File: src/rtl/router_3x1_merge.sv
// Three-input byte merger: per-port FIFOs drained by a round-robin arbiter into a
// registered valid/ready output stage that tags each byte with its source port.
module router_3x1_merge #(
    parameter int WIDTH = 8,
    parameter int DEPTH = 4
) (
    input  logic             clk,
    input  logic             rst,
    input  logic [WIDTH-1:0] data_in [3],
    input  logic [2:0]       valid_in,
    output logic [2:0]       ready_out,
    output logic [WIDTH-1:0] data_out,
    output logic [1:0]       src_out,
    output logic             valid_out,
    input  logic             ready_in
);

    localparam int CW = $clog2(DEPTH + 1);
    localparam int PW = $clog2(DEPTH);

    logic [WIDTH-1:0] mem_q  [3][DEPTH];
    logic [PW-1:0]    wptr_q [3];
    logic [PW-1:0]    wptr_d [3];
    logic [PW-1:0]    rptr_q [3];
    logic [PW-1:0]    rptr_d [3];
    logic [CW-1:0]    cnt_q  [3];
    logic [CW-1:0]    cnt_d  [3];

    logic [WIDTH-1:0] data_q, data_d;
    logic [1:0]       src_q, src_d;
    logic [1:0]       rr_q, rr_d;
    logic             valid_q, valid_d;

    logic [2:0]       wr, rd, ne;
    logic             load, found;
    logic [1:0]       grant;
    logic [WIDTH-1:0] head;

    function automatic logic [PW-1:0] bump(input logic [PW-1:0] p);
        return (p == PW'(DEPTH - 1)) ? '0 : p + 1'b1;
    endfunction

    for (genvar i = 0; i < 3; i++) begin : g_port
        always_comb begin
            ne[i]        = (cnt_q[i] != '0);
            ready_out[i] = rst && (cnt_q[i] != CW'(DEPTH));
            wr[i]        = valid_in[i] && ready_out[i];
            wptr_d[i]    = wr[i] ? bump(wptr_q[i]) : wptr_q[i];
            rptr_d[i]    = rd[i] ? bump(rptr_q[i]) : rptr_q[i];
            case ({wr[i], rd[i]})
                2'b10:   cnt_d[i] = cnt_q[i] + 1'b1;
                2'b01:   cnt_d[i] = cnt_q[i] - 1'b1;
                default: cnt_d[i] = cnt_q[i];
            endcase
        end

        always_ff @(posedge clk or negedge rst) begin
            if (!rst) begin
                wptr_q[i] <= '0;
                rptr_q[i] <= '0;
                cnt_q[i]  <= '0;
            end else begin
                wptr_q[i] <= wptr_d[i];
                rptr_q[i] <= rptr_d[i];
                cnt_q[i]  <= cnt_d[i];
            end
        end

        // Storage needs no reset: a slot is only read after it has been written.
        always_ff @(posedge clk) begin
            if (wr[i]) mem_q[i][wptr_q[i]] <= data_in[i];
        end
    end

    always_comb begin
        int unsigned idx;
        idx   = 0;
        load  = !valid_q || ready_in;
        found = 1'b0;
        grant = rr_q;
        // Search rr, rr+1, rr+2 (mod 3); first non-empty port wins.
        for (int unsigned k = 0; k < 3; k++) begin
            idx = 32'(rr_q) + k;
            if (idx >= 3) idx = idx - 3;
            if (!found && ne[idx[1:0]]) begin
                found = 1'b1;
                grant = idx[1:0];
            end
        end
        rd = '0;
        if (load && found) rd[grant] = 1'b1;
        head = mem_q[grant][rptr_q[grant]];
    end

    always_comb begin
        data_d  = data_q;
        src_d   = src_q;
        valid_d = valid_q;
        rr_d    = rr_q;
        if (load) begin
            valid_d = found;
            if (found) begin
                data_d = head;
                src_d  = grant;
                rr_d   = (grant == 2'd2) ? 2'd0 : grant + 2'd1;
            end
        end
    end

    always_ff @(posedge clk or negedge rst) begin
        if (!rst) begin
            data_q  <= '0;
            src_q   <= '0;
            valid_q <= 1'b0;
            rr_q    <= '0;
        end else begin
            data_q  <= data_d;
            src_q   <= src_d;
            valid_q <= valid_d;
            rr_q    <= rr_d;
        end
    end

    assign data_out  = data_q;
    assign src_out   = src_q;
    assign valid_out = valid_q;

endmodule

File: config.mk
export PLATFORM = sky130hd
export DESIGN_NAME = router_3x1_merge
export DESIGN_NICKNAME = d
export VERILOG_FILES = /design/src/rtl/router_3x1_merge.sv
export SDC_FILE = /design/constraint.sdc
export NUM_CORES = 1
export LEC_CHECK = 0
export CAP_MARGIN = 10
export CORE_UTILIZATION = 24
export CTS_CLUSTER_DIAMETER = 40
export CTS_CLUSTER_SIZE = 30
export DETAILED_ROUTE_END_ITERATION = 7
export HOLD_SLACK_MARGIN = 0.02
export PLACE_DENSITY_LB_ADDON = 0.12
export SLEW_MARGIN = 15
export SYNTH_ARGS = -nofsm -noshare
export SYNTH_HDL_FRONTEND = slang
export SYNTH_SLANG_ARGS = --single-unit
export TNS_END_PERCENT = 5
File: constraint.sdc
create_clock -name clk -period 4.4 [get_ports clk]
set_clock_uncertainty 0.1 [all_clocks]
set_input_delay 1.32 -clock clk [delete_from_list [all_inputs] [get_ports clk]]
set_output_delay 1.32 -clock clk [all_outputs]
set_load 0.005 [all_outputs]
==> qor.yml <==
floorplan:
  start_util: 0.244
  std_cell_rows: 58
  io_pins: 44
  dieHeight_um: 162
  die_w_um: 162
  die_area_um2: 26200
  core-area_um2: 25100
critical_path:
  critPathLaunchType: "input port"
  crit_type: "in2out"
  worst_path_dominant_cell_family: "buffers and inverters"
  crit_arrival_ps: 2660
  timing.critical_path.buf_inv: 3
  crit_required_ps: 2980
  r2r_slack_ps: 810
  crit_path_max_incr_delay_ps: 640
  worstPathCellList: "buf_2, inv_1, a31oi_1, clkdlybuf4s50_1"
  slowest_stage: "clkdlybuf4s50_1"
  critPathMaxFanout: 6
  crit_path_end_kind: "output pin"
global_route:
  grt_use_total: 0.126
  overflow: 0
  grt_pass1_vias: 3850
  antenna_found_initial: 0
  grt_pass1_wl_um: 23900
  grt_max_degree: 42
layout:
  num_antenna_cells: 0
  register_area_um2: 3730
  multiInputGateArea_um2: 2110
  final_cell_count_no_fill: 834
  area_growth_pct: 21.2
  drive_gt1_frac: 0.131
  fillers: 2584
  num-nets-final: 544
  fin_util: 0.296
route:
  finalWirelength_um: 15600
  vias: 3714
  wl_per_cell_um: 18.7
  viasPerCell: 4.45
  drt_drc_violations_left: 0
  antenna_left: 0
  drt_iter0_drc: 274
  first_pass_iters: 6
synth:
  synth_cell_types: 57
  ys_seq_elements: 130
  synth_top_area_cell: "edfxtp_1"
  syn_area_per_cell_um2: 13.7
  yosys-top-cells-area: "edfxtp_1 47%, dfrtp_1 14%, mux2i_1 6.2%"
  synth_fp_nets: 500
  synth_cells: 447
  synth_top_area_share: 0.471
  ys.flop_type: "edfxtp_1"
  synth_area_um2: 6130
  ys_warn_count: 0
  synth_edf_count: 96
  ys_seq_area_frac: 0.609
  synth.most_common_cell: "edfxtp_1"
  async_flop_share: 0.262
  ys_top_cells_by_count: "96 x edfxtp_1, 38 x mux2i_1, 34 x dfrtp_1"
clock_network:
  cts_tree: "yes"
  postCtsSetupBuffers: 0
  hold_buffers: 0
  cts_made_buffers: 17
  cts_max_path_buffers: 2
  cts_sinks: 130
  cts_max_level: 4
  cts_resized: 0
  cts-root-buf: "clkbuf_16"
  clk_latency_ps: 420
  path_clk_slew_ps: 50
placement:
  hpwl_um: 10800
  dp.cells: 802
  place.gp.congestion: 0.721
  io_buffers: 43
sta:
  tns_ps: 0
  finalSetupViolCount: 0
  min_period_ps: 4080
  slew_headroom: 0.303
  period_share: 0.928
  hold_viol: 0
  fmax_mhz: 245
  finalMaxSlewViolations: 0
  rsz0062_at_grt: "false"
  worst_slew_pin_slew_ps: 1050
worst_hold_path:
  min_path_type: "reg2reg"
pwr:
  leakage_nw: 2.75
  p_per_area_nw_per_um2: 759
  power_frac_clock: 0.246
  pwr-share-comb: 0.420
  p_sw_w: 0.00218
  irDropWorstVdd_mv: 0.261
  switching_share: 0.387
  p_seq_frac: 0.334
  p_int_w: 0.00345
status:
  outcome: "finished, final reports clean"
flow_run:
  drv_cap: 0
path summary, 6_finish.rpt:
| path | startpoint | end | cells after the start |
|---|---|---|---|
| max | rst | ready_out[0] | 4 |
| min | cnt_q[6] | cnt_q[6] | 1 |
| max reg2reg | rr_q[0] | cnt_q[8] | 15 |
| min reg2reg | cnt_q[6] | cnt_q[6] | 1 |
| max in group asynchronous | rst | data_out[3] | 2 |
| min in group asynchronous | rst | cnt_q[3] | 2 |
placed cells by master, fill, tap and decap left out, types with 8 or more instances in the layout:
master	n
edfxtp_1	96
clkdlybuf4s50_1	42
mux2i_1	38
dfrtp_1	34
inv_1	28
ha_1	20
nand2_1	17
o21ai_0	17
clkbuf_16	17
o211ai_1	16
nor3_1	15
mux2_2	14
and3_1	12
nor2_1	12
nand4_1	10
a21boi_0	8
o32a_1	8
a221o_1	8
layer usage:
layer  part of all wire  vias up  GRT usage
met2               0.47       68      0.198
li1                   -     1789          -
met4              0.011        0     0.0382
met3              0.031       12     0.0312
met1               0.49     1845      0.169
met5                  0        -          0
final cells by class:
class,count,area share
multi-input cells,264,0.285
well taps,330,0.0556
clock inverters,15,0.0212
clock buffers,17,0.0573
inverters,29,0.0147
repair buffers,49,0.0634
flip-flops and latches,130,0.503
sequential cells by signal, summed over array words and instances, names as in the netlist:
name / flops
mem_q: 96
cnt_q: 9
data_out: 8
rptr_q: 6
wptr_q: 6
rr_q: 2
src_out: 2
valid_out: 1
power by group through the flow:
stage	combinational (W)	sequential [W]	clock, W
after floorplan	0.00190	0.00174	0
after global placement	0.00235	0.00191	0
after detailed placement	0.00237	0.00191	0
after CTS	0.00238	0.00189	0.00142
after global routing	0.00260	0.00192	0.00148
final	0.00236	0.00188	0.00139
per-stage QoR:
step	cell area, um^2	total power (W)	setup WS [ps]	hold slack [ps]
4_1_cts	7420	0.00569	262	423
6_report	7420	0.00563	318	419
2_1_floorplan	6130	0.00363	859	382
3_3_place_gp	6840	0.00426	317	409
3_5_place_dp	6840	0.00428	280	411
5_1_grt	7420	0.00600	208	447
kinds of logic after synthesis:
family | count (synthesis) | share of synthesized area
DFF | 130 | 0.609
and+or+nand+nor | 90 | 0.0831
AOI/OAI and AO/OA | 89 | 0.109
buffers and inverters | 53 | 0.0453
muxes | 52 | 0.0878
adders and majority gates | 24 | 0.0523
xor gates and xnor gates | 9 | 0.0129
Power figures use the tool's default switching activity.
==> RTL edit 1: new RTL, same settings <==
`data_q` no longer has a reset.
--- a/src/rtl/router_3x1_merge.sv
+++ b/src/rtl/router_3x1_merge.sv
@@ -109,16 +109,18 @@
 
     always_ff @(posedge clk or negedge rst) begin
         if (!rst) begin
-            data_q  <= '0;
             src_q   <= '0;
             valid_q <= 1'b0;
             rr_q    <= '0;
         end else begin
-            data_q  <= data_d;
             src_q   <= src_d;
             valid_q <= valid_d;
             rr_q    <= rr_d;
         end
+    end
+
+    always_ff @(posedge clk) begin
+        data_q <= data_d;
     end
 
     assign data_out  = data_q;
Check against the original RTL: differs if rst is asserted again (counterexample within 4 cycles, from zero or initial values and one cycle with rst low); with rst held inactive, the same outputs for 4 cycles.
==> RTL edit 1 against the original RTL <==
Combinational power increased by 21%. Register-to-register slack got worse by 0.36 ns. Critical path depth unchanged. Sequential cell count unchanged. Total power increased by 8.7%. Design area increased by 0.83%. Count of clock-buffer cells in the layout unchanged. Sequential power decreased by 3%. Area after synthesis decreased by 1.7%. Hold slack got worse by 0.0028 ns. Wire length decreased by 12%. Worst setup slack got worse by 0.078 ns. Sequential share of layout area increased by 0.12 points.
==> RTL edit 1: results (changes against the original RTL) <==
[metrics] GR Util All Layers: 11.2% (-1.4 points)
[metrics] timing-limited maximum frequency: 0.240 GHz (-1.9%)
[metrics] layout cells sized above 1: 21.1% (+8.0 points)
[metrics] leakage dissipation: 0.00290 uW (+5.6%)
[metrics] xor and xnor fraction of the mapped netlist area: 1.31% (+0.023 points)
[metrics] count of flip-flops with a built-in enable after synthesis: 104 (+8.3%)
[metrics] number of global-route vias before repair: 3465 (-10%)
[metrics] Reg2Reg Capture Point: cnt_q[5]$_DFFE_PN0P_
[metrics] Peak VDD IR: 0.362 mV (+39%)
[metrics] pin count of the biggest net entering global routing: 33 (-21%)
[metrics] Synth Warn #: 0 (unchanged)
[metrics] placed instance count: 756 (-5.7%)
[metrics] final weighted congestion in routability-driven placement: 0.733 (+1.6%)
[metrics] first-pass GRT wire length: 20700 um (-14%)
[metrics] peak fanout along the critical path: 3 (-3)
[metrics] gate count of the mapped netlist: 395 (-12%)
[metrics] Initial DRT Pass Iterations: 5 (-1)
[metrics] Synth area leaders: sky130_fd_sc_hd__edfxtp_1, sky130_fd_sc_hd__dfrtp_1, sky130_fd_sc_hd__mux2_2
[metrics] most used standard cells in the synthesized netlist: sky130_fd_sc_hd__edfxtp_1, sky130_fd_sc_hd__mux2i_1, sky130_fd_sc_hd__mux2_2
[metrics] antenna violations before repair: 1 (+1)
[metrics] Slew @ Worst Pin: 0.784 ns (-0.261 ns)
[metrics] mean number of vias per cell: 4.20 (-5.6%)
[metrics] final layout net count: 504 (-7.4%)
[metrics] Initial DRC Count: 102 (-63%)
[metrics] share of cell area taken by muxes after synthesis: 18.2% (+9.4 points)
[metrics] Compound-Gate Fraction of Synth Area: 4.57% (-6.3 points)
[metrics] flop2flop setup slack: 0.45 ns (-0.36 ns)
[metrics] CP max stage delay: 0.56 ns (-0.08 ns)
[metrics] DP Area: 6870 um2 (+0.49%)
[metrics] cell count of the worst reg-to-reg path: 14 (-1)
[metrics] post-CTS setup repair buffer count: 0 (unchanged)
[metrics] post-synthesis async set-or-reset flop share: 20.0% (-6.2 points)
[metrics] run status: complete, no violations
[metrics] adder and majority cell fraction of the synthesized area: 5.32% (+0.092 points)
[metrics] number of vias in the routed layout: 3312 (-11%)
[metrics] net count after synthesis: 448 (-10%)
[metrics] minimum setup slack after placement: 0.187 ns (-0.0936 ns)
[metrics] half-perimeter wire length of the detailed placement result: 9690 um (-9.9%)
## RTL edit 1: cell count changes after synthesis, moves of 9 or more
cell and delta:
sky130_fd_sc_hd__o21ai_0 -11, sky130_fd_sc_hd__mux2_2 +34, sky130_fd_sc_hd__mux2i_1 +15, sky130_fd_sc_hd__o211ai_1 -13, sky130_fd_sc_hd__nand4_1 -9
## RTL edit 1: routing by layer
layer | up-vias | share of wire (%) | global-route usage (%)
li1 | 1600 | - | -
met1 | 1648 | 44 | 12.9
met2 | 55 | 52 | 19.7
met3 | 9 | 3.4 | 3.18
met4 | 0 | 1.3 | 3.59
met5 | - | 0 | 0
## RTL edit 1: how the worst min path moves through the flow
stage	to	slack, ns	from	cells past startpoint
floorplan	valid_out$_DFFE_PN0P_	0.40	valid_out$_DFFE_PN0P_	2
global placement	valid_out$_DFFE_PN0P_	0.40	valid_out$_DFFE_PN0P_	2
detailed placement	valid_out$_DFFE_PN0P_	0.40	valid_out$_DFFE_PN0P_	2
CTS	valid_out$_DFFE_PN0P_	0.43	valid_out$_DFFE_PN0P_	2
global route	src_out[0]$_DFFE_PN0N_	0.47	src_out[0]$_DFFE_PN0N_	2
finish	valid_out$_DFFE_PN0P_	0.42	valid_out$_DFFE_PN0P_	2
## RTL edit 1: cell type report
type                            count  area, um2  area share [%]
Clock buffer                       17        425            5.68
Clock inverter                     15        185            2.47
Inverter                           23       86.3            1.15
Multi-Input combinational cell    226       2090            27.9
Sequential cell                   130       3770            50.4
Tap cell                          324        405            5.42
Timing Repair Buffer               53        518            6.92
## RTL edit 1: power by group
| group | total [uW] | leakage [uW] | switching, uW | internal [uW] |
|---|---|---|---|---|
| Combinational | 2860 | 0.00135 | 1440 | 1410 |
| Sequential | 1830 | 0.00126 | 168 | 1660 |
| Clock | 1440 | 0.000295 | 618 | 820 |
==> RTL edit 2: new RTL, same flow settings <==
Without the edit above. `WIDTH`: 8 -> 12.
--- a/src/rtl/router_3x1_merge.sv
+++ b/src/rtl/router_3x1_merge.sv
@@ -1,7 +1,7 @@
 // Three-input byte merger: per-port FIFOs drained by a round-robin arbiter into a
 // registered valid/ready output stage that tags each byte with its source port.
 module router_3x1_merge #(
-    parameter int WIDTH = 8,
+    parameter int WIDTH = 12,
     parameter int DEPTH = 4
 ) (
     input  logic             clk,
Ports: changed (resized data_in and data_out); port bits go from 44 to 60. No check against the original RTL was run, so the function may have changed too.
==> RTL edit 2 against the original RTL <==
Sequential cell count increased by 52. Design area is 32% higher. Total power grew 42%. Worst setup slack improved by 0.089 ns. Wire length grew 23%. Sequential power grew 31%. Count of clock-buffer cells in the layout up 1. Global-route usage is 0.95 points lower. Area after synthesis is 32% higher. Sequential share of layout area rose by 3.7 points. Non-clock buffer count grew 22. Critical path depth up 7. Highest routed layer unchanged.
==> RTL edit 2: results (changes against the original RTL) <==
[metrics] run status: complete, no violations
[metrics] number of vias in the routed layout: 4785 (+29%)
[metrics] TritonCTS buffer count: 17 (unchanged)
[metrics] port buffer count: 59 (+37%)
[metrics] Initial DRT Pass Iterations: 5 (-1)
[metrics] number of global-route vias before repair: 4950 (+29%)
[metrics] met1 track demand over resource in global routing: 16.3% (-0.67 points)
[metrics] number of flip-flops in the largest register: 144 (+50%)
[metrics] net count after synthesis: 615 (+23%)
[metrics] Synth area leaders: sky130_fd_sc_hd__edfxtp_1, sky130_fd_sc_hd__dfrtp_1, sky130_fd_sc_hd__ha_1
[metrics] Detail Route met2 WL: 8760 um (+19%)
[metrics] CP Data Arrival Time: 4.20 ns (+1.54 ns)
[metrics] half-perimeter wire length of the detailed placement result: 14200 um (+32%)
[metrics] clock transition at the registers of the reported paths: 0.07 ns (+0.02 ns)
[metrics] drt total wl: 19200 um (+23%)
[metrics] slew margin rel.: 26.5% (-3.8 points)
[metrics] global-route met2 utilization: 18.1% (-1.7 points)
[metrics] Netlist cell types: 61 (+7.0%)
[metrics] syn_area_per_cell: 14.8 um2 (+7.7%)
[metrics] final layout net count: 672 (+24%)
[metrics] final weighted congestion in routability-driven placement: 0.745 (+3.2%)
[metrics] Peak VDD IR: 0.391 mV (+50%)
[metrics] Initial DRC Count: 302 (+10%)
[metrics] cell at the root of the clock tree: sky130_fd_sc_hd__clkbuf_16
[metrics] peak fanout along the critical path: 29 (+23)
[metrics] minimum setup slack after placement: 0.393 ns (+0.113 ns)
[metrics] GR Util All Layers: 11.6% (-0.95 points)
[metrics] met3 routed WL: 654 um (+35%)
[metrics] pin count of the biggest net entering global routing: 39 (-7.1%)
[metrics] count of placed standard cells in the final layout, fillers left out: 1062 (+27%)
[metrics] layout cells sized above 1: 14.4% (+1.3 points)
[metrics] leakage dissipation: 0.00339 uW (+23%)
[metrics] post-synthesis async set-or-reset flop share: 20.9% (-5.3 points)
[metrics] count of flip-flops with a built-in enable after synthesis: 144 (+50%)
-- RTL edit 2: cell types whose count changed after synthesis, sizes merged, moves of 8 or more --
cell / delta
nor4: +22
nand4: -10
a211oi: +23
mux2i: -20
nor3: -8
o211ai: -16
o31a: +14
o32a: -8
edfxtp: +48
a32o: +11
nand2: +15
o21ai: -14
a311o: +11
o221ai: +11
-- RTL edit 2: cell type report --
| type | instances | area [um2] |
|---|---|---|
| clock buffers | 18 | 429 |
| clock inverters | 14 | 161 |
| fillers | 3327 | 23100 |
| inverters | 22 | 82.6 |
| multi-input cells | 313 | 2590 |
| flip-flops and latches | 182 | 5280 |
| well taps | 442 | 553 |
| repair buffers | 71 | 676 |
-- RTL edit 2: path summary, 6_finish.rpt --
| path | from | to | slack (ns) | cells after the start |
|---|---|---|---|---|
| hold / removal | src_out[1]$_DFFE_PN0N_ | src_out[1]$_DFFE_PN0N_ | 0.41 | 1 |
| setup / recovery | rr_q[1]$_DFFE_PN0N_ | data_out[0]$_DFFE_PN0N_ | 0.41 | 11 |
| max in group asynchronous | rst | rptr_q[0]$_DFFE_PN0P_ | 2.96 | 2 |
| setup reg to reg | rr_q[1]$_DFFE_PN0N_ | data_out[0]$_DFFE_PN0N_ | 0.41 | 11 |
| hold reg to reg | src_out[1]$_DFFE_PN0N_ | src_out[1]$_DFFE_PN0N_ | 0.41 | 1 |
| min in group asynchronous | rst | cnt_q[4]$_DFFE_PN0P_ | 0.87 | 2 |
-- RTL edit 2: kinds of logic after synthesis --
family | after synthesis | share of synthesized area (%)
buf+inv | 55 | 3.21
xor+xnor | 9 | 0.971
compound gates | 115 | 12.4
simple gates | 125 | 8.99
mux | 38 | 5.20
fa+ha+maj | 26 | 4.19
flops | 182 | 65.0
-- RTL edit 2: worst max-delay path: stages, from the launching register on --
cell and delay, ns:
sky130_fd_sc_hd__dfrtp_1 0.41, sky130_fd_sc_hd__inv_1 0.07, sky130_fd_sc_hd__ha_1 0.45, sky130_fd_sc_hd__or2_2 0.21
sky130_fd_sc_hd__o32ai_1 0.08, sky130_fd_sc_hd__or4_1 0.58, sky130_fd_sc_hd__a31oi_2 0.26, sky130_fd_sc_hd__buf_4 0.35
sky130_fd_sc_hd__o21ai_1 0.45, sky130_fd_sc_hd__a211oi_1 0.63, sky130_fd_sc_hd__o31a_1 0.24, sky130_fd_sc_hd__a211oi_2 0.04
-- RTL edit 2: stage by stage --
step | instance area [um2] | hold WS, ns
after global routing | 9770 | 0.449
after global placement | 9180 | 0.398
after floorplan | 8120 | 0.373
after CTS | 9770 | 0.421
after detailed placement | 9180 | 0.404
final | 9770 | 0.410
-- RTL edit 2: report_power, final --
group | switching [uW] | total [uW] | internal [uW]
logic | 2380 | 3980 | 1600
registers | 265 | 2470 | 2210
clock network | 714 | 1530 | 812
